`src/rtl/rv32i_if_fetch.sv`:
```
// ---------------------------------------------------------------------------
// rv32i_if_fetch -- instruction-fetch stage of the RV32I pipeline.
//
// Generates the fetch PC, issues word requests to instruction memory under a
// credit limit of QDEPTH (outstanding requests + buffered words), tags every
// request with its PC and buffers the in-order responses in a small queue.
// Decode sees one registered word per cycle on iw_out/pc_out, or NOP_IW as a
// bubble. A redirect from decode flushes the queue, retargets the fetch PC,
// and arranges for responses already in flight to be dropped. The redirect
// is acknowledged with a one-cycle pulse.
//
// Ports:
//   clk, reset           clock, synchronous active-high reset
//   imem_req/imem_addr   fetch request and word-aligned address
//   imem_gnt             memory accepts the request this cycle
//   imem_rvalid/rdata    in-order read response
//   stall_in             decode cannot take a new word
//   jump_en_in/jump_addr redirect request and target
//   iw_out/pc_out        registered instruction word and its PC
//   jump_en_out          registered redirect acknowledge pulse
//
// Optional build macro FETCH_STATS_EN adds saturating counters
// stat_fetched, stat_redirects and stat_dropped.
// ---------------------------------------------------------------------------
module rv32i_if_fetch #(
  parameter logic [31:0] RESET_PC = 32'h0000_0000,
  parameter int unsigned QDEPTH   = 2,
  parameter logic [31:0] NOP_IW   = 32'h0000_0013
) (
  input  logic        clk,
  input  logic        reset,
  output logic        imem_req,
  output logic [31:0] imem_addr,
  input  logic        imem_gnt,
  input  logic        imem_rvalid,
  input  logic [31:0] imem_rdata,
  input  logic        stall_in,
  input  logic        jump_en_in,
  input  logic [31:0] jump_addr,
  output logic [31:0] iw_out,
  output logic [31:0] pc_out,
  output logic        jump_en_out
`ifdef FETCH_STATS_EN
  ,
  output logic [31:0] stat_fetched,
  output logic [31:0] stat_redirects,
  output logic [31:0] stat_dropped
`endif
);

  localparam int unsigned PW = (QDEPTH > 1) ? $clog2(QDEPTH) : 1;
  localparam int unsigned CW = $clog2(QDEPTH + 1);
  localparam logic [CW:0] CREDITS = (CW + 1)'(QDEPTH);

  typedef enum logic [1:0] {IDLE, RUN, DRAIN} state_t;

  state_t        state;
  logic [31:0]   fetch_pc;
  logic [CW-1:0] outstanding;
  logic [CW-1:0] discard;
  logic [CW-1:0] q_cnt;
  logic [PW-1:0] q_rd, q_wr;
  logic [PW-1:0] tag_rd, tag_wr;
  logic [31:0]   q_iw   [QDEPTH];
  logic [31:0]   q_pc   [QDEPTH];
  logic [31:0]   tag_pc [QDEPTH];

  logic          grant, resp, drop, push, pop;
  logic [CW-1:0] outstanding_nxt, discard_nxt;

  // Only the low address bits of the redirect target are ignored.
  logic unused_jump_lsbs;
  assign unused_jump_lsbs = ^jump_addr[1:0];

  // The request depends only on registered state, so it cannot glitch on
  // inputs and stays stable while waiting for a grant.
  always_comb begin
    imem_req  = (state != IDLE) && (({1'b0, outstanding} + {1'b0, q_cnt}) < CREDITS);
    imem_addr = fetch_pc;
  end

  always_comb begin
    grant = imem_req && imem_gnt;
    // A response with nothing outstanding is a protocol error and is ignored.
    resp  = imem_rvalid && (outstanding != '0);
    // Stale responses, and any response landing in a redirect cycle, are lost.
    drop  = resp && (jump_en_in || (discard != '0));
    push  = resp && !drop;
    pop   = !jump_en_in && !stall_in && (q_cnt != '0);
    outstanding_nxt = outstanding + CW'(grant) - CW'(resp);
    if (jump_en_in)
      discard_nxt = outstanding_nxt;
    else if (resp && (discard != '0))
      discard_nxt = discard - CW'(1);
    else
      discard_nxt = discard;
  end

  always_ff @(posedge clk) begin
    if (reset) begin
      state       <= IDLE;
      fetch_pc    <= RESET_PC;
      outstanding <= '0;
      discard     <= '0;
      q_cnt       <= '0;
      q_rd        <= '0;
      q_wr        <= '0;
      tag_rd      <= '0;
      tag_wr      <= '0;
      iw_out      <= NOP_IW;
      pc_out      <= '0;
      jump_en_out <= 1'b0;
    end else begin
      case (state)
        IDLE:    state <= RUN;
        default: state <= (discard_nxt != '0) ? DRAIN : RUN;
      endcase

      outstanding <= outstanding_nxt;
      discard     <= discard_nxt;
      jump_en_out <= jump_en_in;

      // Tags are consumed on every response, dropped or not, so the tag FIFO
      // survives redirects untouched and stays aligned with the memory.
      if (grant) tag_wr <= tag_wr + PW'(1);
      if (resp)  tag_rd <= tag_rd + PW'(1);

      if (jump_en_in)
        fetch_pc <= {jump_addr[31:2], 2'b00};
      else if (grant)
        fetch_pc <= fetch_pc + 32'd4;

      if (jump_en_in) begin
        q_cnt  <= '0;
        q_rd   <= '0;
        q_wr   <= '0;
        iw_out <= NOP_IW;
      end else begin
        if (push) q_wr <= q_wr + PW'(1);
        if (pop)  q_rd <= q_rd + PW'(1);
        q_cnt <= q_cnt + CW'(push) - CW'(pop);
        if (!stall_in) begin
          if (pop) begin
            iw_out <= q_iw[q_rd];
            pc_out <= q_pc[q_rd];
          end else begin
            iw_out <= NOP_IW;
          end
        end
      end
    end
  end

  // NOTE: the storage arrays have no reset; which entries are valid is known
  // only from the pointers and counts above, which are reset.
  always_ff @(posedge clk) begin
    if (grant) tag_pc[tag_wr] <= fetch_pc;
    if (push) begin
      q_iw[q_wr] <= imem_rdata;
      q_pc[q_wr] <= tag_pc[tag_rd];
    end
  end

`ifdef FETCH_STATS_EN
  always_ff @(posedge clk) begin
    if (reset) begin
      stat_fetched   <= '0;
      stat_redirects <= '0;
      stat_dropped   <= '0;
    end else begin
      if (pop && (stat_fetched != '1))          stat_fetched   <= stat_fetched + 32'd1;
      if (jump_en_in && (stat_redirects != '1)) stat_redirects <= stat_redirects + 32'd1;
      if (drop && (stat_dropped != '1))         stat_dropped   <= stat_dropped + 32'd1;
    end
  end
`endif

`ifndef SYNTHESIS
  rvalid_needs_request: assert property (@(posedge clk) disable iff (reset)
    !(imem_rvalid && (outstanding == '0)))
    else $error("rv32i_if_fetch: imem_rvalid with no outstanding request");
`endif

endmodule

```
`config.mk`:
```
export PLATFORM = sky130hd
export DESIGN_NAME = rv32i_if_fetch
export DESIGN_NICKNAME = d
export VERILOG_FILES = /design/src/rtl/rv32i_if_fetch.sv
export SDC_FILE = /design/constraint.sdc
export NUM_CORES = 1
export LEC_CHECK = 0
export BUFFER_PORTS_ARGS = -buffer_cell sky130_fd_sc_hd__clkbuf_2
export CAP_MARGIN = 20
export CORE_UTILIZATION = 60
export CTS_CLUSTER_SIZE = 8
export DETAILED_ROUTE_END_ITERATION = 10
export MAX_ROUTING_LAYER = met4
export PLACE_DENSITY_LB_ADDON = 0.12
export SLEW_MARGIN = 10
export SYNTH_ARGS = -nofsm -noshare
export SYNTH_HDL_FRONTEND = slang
export SYNTH_SLANG_ARGS = --single-unit
```
`constraint.sdc`:
```
create_clock -name clk -period 7.75 [get_ports clk]
set_input_delay 1.55 -clock clk [delete_from_list [all_inputs] [get_ports clk]]
set_output_delay 1.55 -clock clk [all_outputs]
set_load 0.005 [all_outputs]
```
==> out/qor.csv <==
metric,value,unit
status,finished clean,
preCtsSetupSlack,3.40,ns
dr.pass1.iters,4,
syn_avg_cell_area,14.1,um^2
hpwl,13600,um
wl,22000,um
yosysMostFrequentCell,edfxtp_1,
tns,0,ns
rows,49,
hold_path_class,register to register,
cts.clk_slew.worst_paths,0.05,ns
p_leak,4.87,nW
synthToLayoutAreaGrowth,20.1,%
relSlewSlack,0.325,
antenna_cells,0,
dp.cells,1138,
synthTopCellsByArea,"edfxtp_1, dfxtp_1, mux2_2, mux2i_1, nor2_1",
dieArea,19000,um^2
die_h,138,um
startpoint_type,input port,
cts_max_level,2,
crit_family,buffers and inverters,
initial_core_util,0.615,
drcViolationCount,0,
postCtsHoldBufs,0,
synth.top_cell.area_share,0.498,
tightest_slew,1.01,ns
path_class,input port to register,
rsz0062_at_grt,no,
cp.buffers_inverters,4,
hold_viol_final,0,
num_vias,6704,
total_power,3.96,mW
async_flop_share,0,
grt-ovfl-total,0,
critPathMostFrequentCell,inv_1,
slowest_delay,0.71,ns
track_usage,0.243,
synthTopCellsByCount,"edfxtp_1, dfxtp_1, nor2_1",
dieWidth,138,um
finalCritPeriodShare,0.493,
slowest_stage,inv_1,
grt_pass1_wl,34400,um
drive_gt1_frac,0.294,
io_buffers,161,
irDropWorstVdd,0.181,mV
grt_max_degree,93,
fin_crit,3.82,ns
synth.largest_area_cell,edfxtp_1,
root_buffer,clkbuf_16,
final_core_util,0.739,
cts_made_buffers,42,
setup_viol,0,
cellPowerDensity,297,nW/um^2
drt_iter0_drc,343,
ios,168,
clock_skew,0.0172,ns
first_global_vias,6710,
synth-main-ff-cell,edfxtp_1,
stdcell_count,1216,
cts_tree,done,
arrival,3.94,ns
wl_per_cell,18.1,um
ys_ff_latch,291,
final_antenna_net_count,0,
synth_edf_count,184,
drv_slew,0,
critical_path.max_fanout,62,
synth_warnings,0,
critical_path.cell_chain,"clkbuf_2, inv_1, and3_1, inv_1, nor2_4, buf_4",
syn_inst,787,
crit_required,7.87,ns
vias_per_cell,5.51,
yosysSeqAreaShare,0.691,
clock_latency,0.51,ns
cts_resized,0,
antenna_found_initial,0,
cts.sinks,291,
gp_congestion,0.861,
postCtsSetupBuffers,0,
syn_area,11100,um^2
core_area,18000,um^2
drv_cap,0,
clockBufferDepth,3,
synth_cell_type_count,45,
fin_ws,3.93,ns
nets,1030,
fmax,262,MHz
end_kind,register,
worst register-to-register path, stage by stage (launching register included):
cell and delay, ns:
dfxtp_1 0.38, and2_1 0.16, fa_1 0.44, nor2_1 0.17, and3_1 0.55, inv_1 0.18, ha_1 0.32, inv_1 0.04
ha_1 0.17, xor2_1 0.15, xnor2_1 0.25, a21oi_1 0.11, o21a_1 0.15, nor2b_1 0.13
kinds of logic after synthesis:
kind of cell               count (synthesis)  share of synthesized area
xor gates and xnor gates                  38                     0.0300
muxes                                     97                     0.0943
DFF                                      291                      0.691
buffers and inverters                     69                     0.0253
adders and majority gates                  7                    0.00857
other                                      1                   0.000338
and+or+nand+nor                          179                     0.0835
AOI/OAI and AO/OA                        105                     0.0667
per-layer routing:
metal	vias to the layer above	global-route usage	routed length (um)
met5	-	-	0
met4	0	0.0773	349
met3	28	0.0442	1420
met2	226	0.398	10700
met1	3221	0.309	9530
li1	3229	-	-
cells in the final DEF, fill, tap and decap left out, types with 20 or more instances in the layout:
cell type,Yosys,final
nand2_1,22,22
dfxtp_1,107,106
mux2i_1,37,37
clkbuf_2,0,161
mux2_2,58,58
xor2_1,20,20
a22oi_1,29,29
a211oi_1,39,39
edfxtp_1,184,184
nor2_1,93,90
clkbuf_1,38,32
clkbuf_16,0,45
layout make-up:
type                            instances  area [um^2]
Clock buffer                           77         1250
Clock inverter                          1         6.26
Timing Repair Buffer                  169          866
Tap cell                              229          287
Multi-Input combinational cell        430         3170
Inverter                               19         71.3
Fill cell                            1182         4710
Sequential cell                       291         7670
worst paths after layout:
path	to	from	slack [ns]	depth (start not counted)
setup / recovery	q_iw[0][9]$_DFFE_PP_	jump_en_in	3.93	6
setup reg to reg	state[1]$_SDFF_PP0_	q_cnt[0]$_SDFF_PP0_	4.41	13
hold reg to reg	iw_out[0]$_SDFFE_PP1N_	iw_out[0]$_SDFFE_PP1N_	0.50	2
hold / removal	iw_out[0]$_SDFFE_PP1N_	iw_out[0]$_SDFFE_PP1N_	0.50	2
through the flow:
step | hold slack [ns] | cell area (um^2)
3_5_place_dp | 0.489 | 12100
3_3_place_gp | 0.464 | 12100
2_1_floorplan | 0.469 | 11100
5_1_grt | 0.509 | 13300
4_1_cts | 0.499 | 13300
6_report | 0.495 | 13300
power breakdown:
group | total [mW] | internal (mW) | leakage (nW) | switching, mW
clock network | 1.67 | 1.07 | 0.597 | 0.596
logic | 0.413 | 0.169 | 1.72 | 0.244
registers | 1.88 | 1.82 | 2.55 | 0.0573
flip-flops by register name, indices dropped and copies added (netlist names), named ones only:
signal       cells
q_iw            64
q_pc            60
tag_pc          60
iw_out          32
imem_addr       30
pc_out          30
discard          2
outstanding      2
q_cnt            2
state            2
jump_en_out      1
q_rd             1
q_wr             1
tag_rd           1
tag_wr           1
No activity file was read; power rests on OpenSTA's default activity.
